## src/rtl/score_ctrl.sv

```systemverilog
// Game-flow controller: IDLE/PLAY/OVER sequencing, pipe-edge score increments and restart hold.
// Optional high-score tracking is enabled by defining SCORE_CTRL_HISCORE_EN.
module score_ctrl #(
  parameter int unsigned RESTART_HOLD = 100
) (
  input  logic       clk_i,
  input  logic       rst_ni,
  input  logic       start_i,
  input  logic       pipe_passed_i,
  input  logic       collision_i,
  input  logic [3:0] score_d0_i,
  input  logic [3:0] score_d1_i,
  input  logic [3:0] score_d2_i,
  input  logic [3:0] score_d3_i,
  output logic       score_en_o,
  output logic       score_rst_no,
  output logic [1:0] state_o,
  output logic [3:0] hi_d0_o,
  output logic [3:0] hi_d1_o,
  output logic [3:0] hi_d2_o,
  output logic [3:0] hi_d3_o,
  output logic       new_high_o
);

  typedef enum logic [1:0] {
    StIdle = 2'd0,
    StPlay = 2'd1,
    StOver = 2'd2
  } state_e;

  state_e      state_q, state_d;
  logic        pipe_q;
  logic        score_en_q, score_en_d;
  logic [15:0] timer_q, timer_d;
  logic [15:0] score_cur;
  logic        pipe_edge;
  logic        score_max;

  assign score_cur = {score_d3_i, score_d2_i, score_d1_i, score_d0_i};
  assign pipe_edge = pipe_passed_i & ~pipe_q;
  assign score_max = (score_cur == 16'h9999);

  always_comb begin
    state_d    = state_q;
    timer_d    = timer_q;
    score_en_d = 1'b0;
    unique case (state_q)
      StIdle: begin
        if (start_i) state_d = StPlay;
      end
      StPlay: begin
        // Collision wins over a simultaneous pipe edge.
        if (collision_i) begin
          state_d = StOver;
          timer_d = 16'(RESTART_HOLD);
        end else if (pipe_edge && !score_max) begin
          score_en_d = 1'b1;
        end
      end
      StOver: begin
        if (timer_q == 16'd0) begin
          if (start_i) state_d = StIdle;
        end else begin
          timer_d = timer_q - 16'd1;
        end
      end
      default: state_d = StIdle;
    endcase
  end

  always_ff @(posedge clk_i or negedge rst_ni) begin
    if (!rst_ni) begin
      state_q    <= StIdle;
      pipe_q     <= 1'b0;
      score_en_q <= 1'b0;
      timer_q    <= 16'd0;
    end else begin
      state_q    <= state_d;
      pipe_q     <= pipe_passed_i;
      score_en_q <= score_en_d;
      timer_q    <= timer_d;
    end
  end

  assign score_en_o   = score_en_q;
  assign score_rst_no = (state_q != StIdle);
  assign state_o      = state_q;

`ifdef SCORE_CTRL_HISCORE_EN
  logic [15:0] hi_q, hi_d;
  logic        new_high_q, new_high_d;
  logic        over_first_q;

  // BCD digits with d3 as MSB order the same as plain binary.
  always_comb begin
    hi_d       = hi_q;
    new_high_d = new_high_q;
    if (state_q == StOver && over_first_q && score_cur > hi_q) begin
      hi_d       = score_cur;
      new_high_d = 1'b1;
    end
    if (state_q == StOver && state_d == StIdle) new_high_d = 1'b0;
  end

  always_ff @(posedge clk_i or negedge rst_ni) begin
    if (!rst_ni) begin
      hi_q         <= 16'h0000;
      new_high_q   <= 1'b0;
      over_first_q <= 1'b0;
    end else begin
      hi_q         <= hi_d;
      new_high_q   <= new_high_d;
      over_first_q <= (state_q == StPlay) && (state_d == StOver);
    end
  end

  assign hi_d0_o    = hi_q[3:0];
  assign hi_d1_o    = hi_q[7:4];
  assign hi_d2_o    = hi_q[11:8];
  assign hi_d3_o    = hi_q[15:12];
  assign new_high_o = new_high_q;
`else
  assign hi_d0_o    = 4'd0;
  assign hi_d1_o    = 4'd0;
  assign hi_d2_o    = 4'd0;
  assign hi_d3_o    = 4'd0;
  assign new_high_o = 1'b0;
`endif

endmodule

```

## config.mk

```make
export PLATFORM = sky130hd
export DESIGN_NAME = score_ctrl
export DESIGN_NICKNAME = d
export VERILOG_FILES = /design/src/rtl/score_ctrl.sv
export SDC_FILE = /design/constraint.sdc
export NUM_CORES = 1
export LEC_CHECK = 0
export ABC_CLOCK_PERIOD_IN_PS = 1800
export BUFFER_PORTS_ARGS = -buffer_cell sky130_fd_sc_hd__buf_2
export CORE_MARGIN = 5
export CORE_UTILIZATION = 45
export CTS_CLUSTER_DIAMETER = 60
export CTS_CLUSTER_SIZE = 40
export DETAILED_ROUTE_END_ITERATION = 7
export PLACE_DENSITY = 0.79
export SYNTH_ARGS = -nofsm -noshare
export SYNTH_HDL_FRONTEND = slang
export SYNTH_SLANG_ARGS = --single-unit
```

## constraint.sdc

```tcl
create_clock -name clk_i -period 1.8 [get_ports clk_i]
set_clock_uncertainty 0.15 [all_clocks]
set_input_delay 0.18 -clock clk_i [delete_from_list [all_inputs] [get_ports clk_i]]
set_output_delay 0.18 -clock clk_i [all_outputs]
set_load 0.02 [all_outputs]
```

==> qor.yml <==
run_status:
  result_of_the_run: "finished with violations"
  violated_checks: "negative setup slack"
floorplanning:
  die_w_um: 63.6
  die_h_um: 63.6
  die-area_mm2: 0.00405
  pin_count: 42
  core_mm2: 0.00276
  effective_utilization_at_floorplan_pct: 47.0
  std_cell_rows: 19
setup_path:
  worst_path_max_delay_cell: "sky130_fd_sc_hd__or3b_2"
  worst-setup-path-type: "reg2reg"
  cp.arrival_ns: 2.07
  timing.critical_path.cells: "inv_1 > ha_2 > nor3b_4 > nand3_1 > o21ai_1 > or3b_2"
  ff2ff_path_depth: 6
  regToRegEndpoint: "timer_q[6]"
  critPathMaxFanout: 5
  cpPeakStageDelay_ns: 0.45
  cp.required_ns: 1.83
  rr_startpoint: "timer_q[0]"
  setup.reg_to_reg.worst_slack_ns: -0.24
  crit_path_start_kind: "register"
  endpoint_kind: "register"
synthesis:
  synth.distinct_cells: 44
  syn-instance-count: 135
  synth-warning-count: 0
  seq_area_frac_synth_pct: 38.6
  syn-mean-instance-area_um2: 9.59
  syn-cell-area_mm2: 0.00129
  ys_seq_elements: 20
global_routing:
  grt_antenna_before_repair: 0
  wire_length_of_the_first_global_routing_pass_mm: 5.68
  grt_usage_pct: 17.4
  grt.overflow.total: 0
  pin_count_of_the_biggest_net_entering_global_routing: 21
  first_global_vias: 1369
route:
  vias_per_cell: 5.50
  wl_per_cell_um: 15.4
  detail_route.iter0.violations: 45
  drt_pre_antenna_iters: 4
  route.vias.total: 1277
  routed_wl_mm: 3.58
  antenna_left: 0
  detail_route.drc_violations: 0
place:
  io_buffer_count: 24
  dp_hpwl_mm: 2.58
  place.gp.congestion: 0.854
  numPlacedInstances: 220
  pre_cts_ws_ns: -0.152
cts:
  clk_root_buffer_cell: "sky130_fd_sc_hd__clkbuf_4"
  cts_tree: "done"
  cts_buffer_depth: 2
  insertion_delay_of_the_later_clocked_pin_in_the_worst_skew_pair_ns: 0.30
  cts_made_buffers: 3
  htree_levels: 1
  cts_sinks: 20
  clk_pin_slew_worst_paths_ns: 0.11
layout:
  area_growth_pct: 42.3
  num-nets-final: 224
  final.fill_count: 218
  final_cell_count_no_fill: 232
  n_antenna_cell: 0
  drive_above_1_share_pct: 43.3
timing:
  fin_crit_sh_pct: 113
  clock.fmax_ghz: 0.490
  unrepaired_setup_endpoints_after_global_routing: "true"
  final_period_minus_worst_setup_slack_ns: 2.04
  final_hold_viol_count: 0
  setup_total_negative_slack_ns: -2.70
  postLayoutSetupSlackWorst_ns: -0.239
  final_max_slew_viol_count: 0
  setup_viol: 17
pwr:
  total_leakage_power_uw: 0.000849
  power.density_mw_per_mm2: 958
  peak_vdd_ir_mv: 0.940
min_path:
  destination_of_the_worst_hold_path: "score_en_o"
  hold_start: "score_d3_i[1]"
  hold_class: "in2reg"
  worst_hold_stages: 3
job:
  cap_viol_max_count: 0
[metrics by stage]
step	power (µW)	utilization [%]	cell area, µm²	hold WS [ns]
after detailed placement	1380	59.1	1630	0.00444
final	1760	66.8	1840	0.0164
after global routing	1880	66.8	1840	0.0120
after CTS	1700	64.3	1770	0.00588
after global placement	1320	59.1	1630	0.00196
after floorplan	1070	-	1360	-0.266
[where the power goes]
part           switching [µW]  leakage (µW)  internal, µW
combinational             383      0.000599           395
clock                     139     0.0000210           123
sequential                155      0.000229           570
total                     677      0.000849          1090
[routing by layer]
layer / vias to the layer above / wire length [µm] / track usage, %
met1: 620 / 1410 / 18.2
met3: 10 / 115 / 2.13
met5: - / 0 / 0
met2: 42 / 1960 / 32.4
li1: 605 / - / -
met4: 0 / 97 / 10.4
[layout make-up]
cell class,instances,area (µm²),share of cell area (%)
inverter,3,11.3,0.611
clock buffer,4,36.3,1.97
timing repair buffer,64,439,23.8
tap,31,38.8,2.10
multi-input combinational,110,817,44.3
sequential,20,500,27.2
[worst max-delay path: cells and delay by family, from the launching register on]
family | cells | cell delay, ns
compound gates | 1 | 0.13
fa+ha+maj | 1 | 0.17
buf+inv | 1 | 0.08
flops | 1 | 0.43
simple gates | 3 | 0.95
[synthesized netlist by cell type]
| cell type | count | share of area [%] |
|---|---|---|
| sky130_fd_sc_hd__dfrtp_1 | 20 | 39 |
| sky130_fd_sc_hd__buf_4 | 17 | 9.9 |
| sky130_fd_sc_hd__nand2_1 | 13 | 3.8 |
| sky130_fd_sc_hd__mux2i_1 | 9 | 7.0 |
| sky130_fd_sc_hd__nor2_1 | 6 | 1.7 |
| sky130_fd_sc_hd__a21oi_1 | 5 | 1.9 |
| sky130_fd_sc_hd__nor3_1 | 5 | 1.9 |
| sky130_fd_sc_hd__nor4_1 | 5 | 2.4 |
| sky130_fd_sc_hd__o21ai_0 | 5 | 1.9 |
| sky130_fd_sc_hd__or4_1 | 4 | 2.3 |
| sky130_fd_sc_hd__inv_1 | 3 | 0.87 |
| sky130_fd_sc_hd__nand4_1 | 3 | 1.4 |
| sky130_fd_sc_hd__o211ai_1 | 3 | 1.7 |
| sky130_fd_sc_hd__a31oi_1 | 2 | 0.97 |
| sky130_fd_sc_hd__nand2b_1 | 2 | 0.97 |
| sky130_fd_sc_hd__nor4bb_1 | 2 | 1.5 |
| sky130_fd_sc_hd__o31ai_1 | 2 | 1.2 |
| sky130_fd_sc_hd__or2_2 | 2 | 0.97 |
| sky130_fd_sc_hd__or4_4 | 2 | 1.7 |
| sky130_fd_sc_hd__a211oi_1 | 1 | 0.58 |
| sky130_fd_sc_hd__a41o_1 | 1 | 0.77 |
| sky130_fd_sc_hd__and2_1 | 1 | 0.48 |
| sky130_fd_sc_hd__and2b_1 | 1 | 0.58 |
| sky130_fd_sc_hd__and3_1 | 1 | 0.48 |
| sky130_fd_sc_hd__and4_1 | 1 | 0.68 |
| sky130_fd_sc_hd__clkbuf_1 | 1 | 0.29 |
| sky130_fd_sc_hd__conb_1 | 1 | 0.29 |
| sky130_fd_sc_hd__ha_1 | 1 | 0.97 |
| sky130_fd_sc_hd__nand3_1 | 1 | 0.39 |
| sky130_fd_sc_hd__nand3b_1 | 1 | 0.58 |
| sky130_fd_sc_hd__nand4b_1 | 1 | 0.68 |
| sky130_fd_sc_hd__nand4bb_1 | 1 | 0.87 |
| sky130_fd_sc_hd__nor2b_1 | 1 | 0.48 |
| sky130_fd_sc_hd__nor3b_1 | 1 | 0.58 |
| sky130_fd_sc_hd__nor3b_2 | 1 | 0.97 |
| sky130_fd_sc_hd__nor4_2 | 1 | 0.97 |
| sky130_fd_sc_hd__nor4_4 | 1 | 1.6 |
| sky130_fd_sc_hd__nor4b_1 | 1 | 0.68 |
| sky130_fd_sc_hd__o21ai_2 | 1 | 0.68 |
| sky130_fd_sc_hd__o22ai_1 | 1 | 0.48 |
| sky130_fd_sc_hd__o311ai_2 | 1 | 1.3 |
| sky130_fd_sc_hd__or3_1 | 1 | 0.48 |
| sky130_fd_sc_hd__or3_2 | 1 | 0.58 |
| sky130_fd_sc_hd__or3b_2 | 1 | 0.68 |
[sequential cells by signal (all words and copies together), names as in the netlist]
name and count:
state_o 2, timer_q 16, score_en_o 1, pipe_q 1
[cell families after synthesis]
group	Yosys count	share of synthesized area, %
other	1	0.290
flip-flops	20	38.6
multiplexers	9	6.96
buffers and inverters	21	11.0
AND/OR/NAND/NOR	61	30.6
adder cells (fa/ha/maj)	1	0.966
AO/OA/AOI/OAI	22	11.5
[how the worst max path moves through the flow]
stage	cells past startpoint	slack [ns]	to	from
2_1_floorplan	6	-0.05	timer_q[6]	timer_q[0]
3_3_place_gp	7	-0.07	timer_q[8]	timer_q[0]
3_5_place_dp	6	-0.15	timer_q[11]	timer_q[0]
4_1_cts	6	-0.15	timer_q[12]	timer_q[0]
5_1_grt	6	-0.32	timer_q[6]	timer_q[0]
6_report	6	-0.24	timer_q[6]	timer_q[0]
[what timing repair did]
| item | CTS | global route |
|---|---|---|
| setup buffers | 0 | 2 |
| endpoints found under the setup margin | 17 | 17 |
| hold endpoints to repair | 23 | 0 |
| pin swaps | 2 | 5 |
| gates cloned | 0 | 0 |
| hold buffers | 6 | 0 |
| resized for setup | 10 | 12 |
[layout by cell type (no fill, tap or decap), types with 2 or more instances in the layout]
| cell | n |
|---|---|
| sky130_fd_sc_hd__o211ai_1 | 3 |
| sky130_fd_sc_hd__nand4_1 | 3 |
| sky130_fd_sc_hd__dlygate4sd3_1 | 6 |
| sky130_fd_sc_hd__o21ai_1 | 2 |
| sky130_fd_sc_hd__dfrtp_1 | 20 |
| sky130_fd_sc_hd__a21oi_2 | 3 |
| sky130_fd_sc_hd__or4_4 | 3 |
| sky130_fd_sc_hd__nand2_1 | 13 |
| sky130_fd_sc_hd__nor4_1 | 2 |
| sky130_fd_sc_hd__nor4_4 | 2 |
| sky130_fd_sc_hd__conb_1 | 17 |
| sky130_fd_sc_hd__nand2b_1 | 2 |
| sky130_fd_sc_hd__mux2i_1 | 9 |
| sky130_fd_sc_hd__buf_4 | 33 |
| sky130_fd_sc_hd__nor4bb_1 | 2 |
| sky130_fd_sc_hd__or2_2 | 2 |
| sky130_fd_sc_hd__a31oi_1 | 2 |
| sky130_fd_sc_hd__or4_1 | 3 |
| sky130_fd_sc_hd__inv_1 | 3 |
| sky130_fd_sc_hd__o21ai_2 | 2 |
| sky130_fd_sc_hd__clkbuf_4 | 3 |
| sky130_fd_sc_hd__nor3_1 | 4 |
| sky130_fd_sc_hd__nor2_1 | 6 |
| sky130_fd_sc_hd__a21oi_1 | 2 |
| sky130_fd_sc_hd__buf_2 | 24 |
| sky130_fd_sc_hd__nor4_2 | 3 |
(Power assumes the default switching activity.)
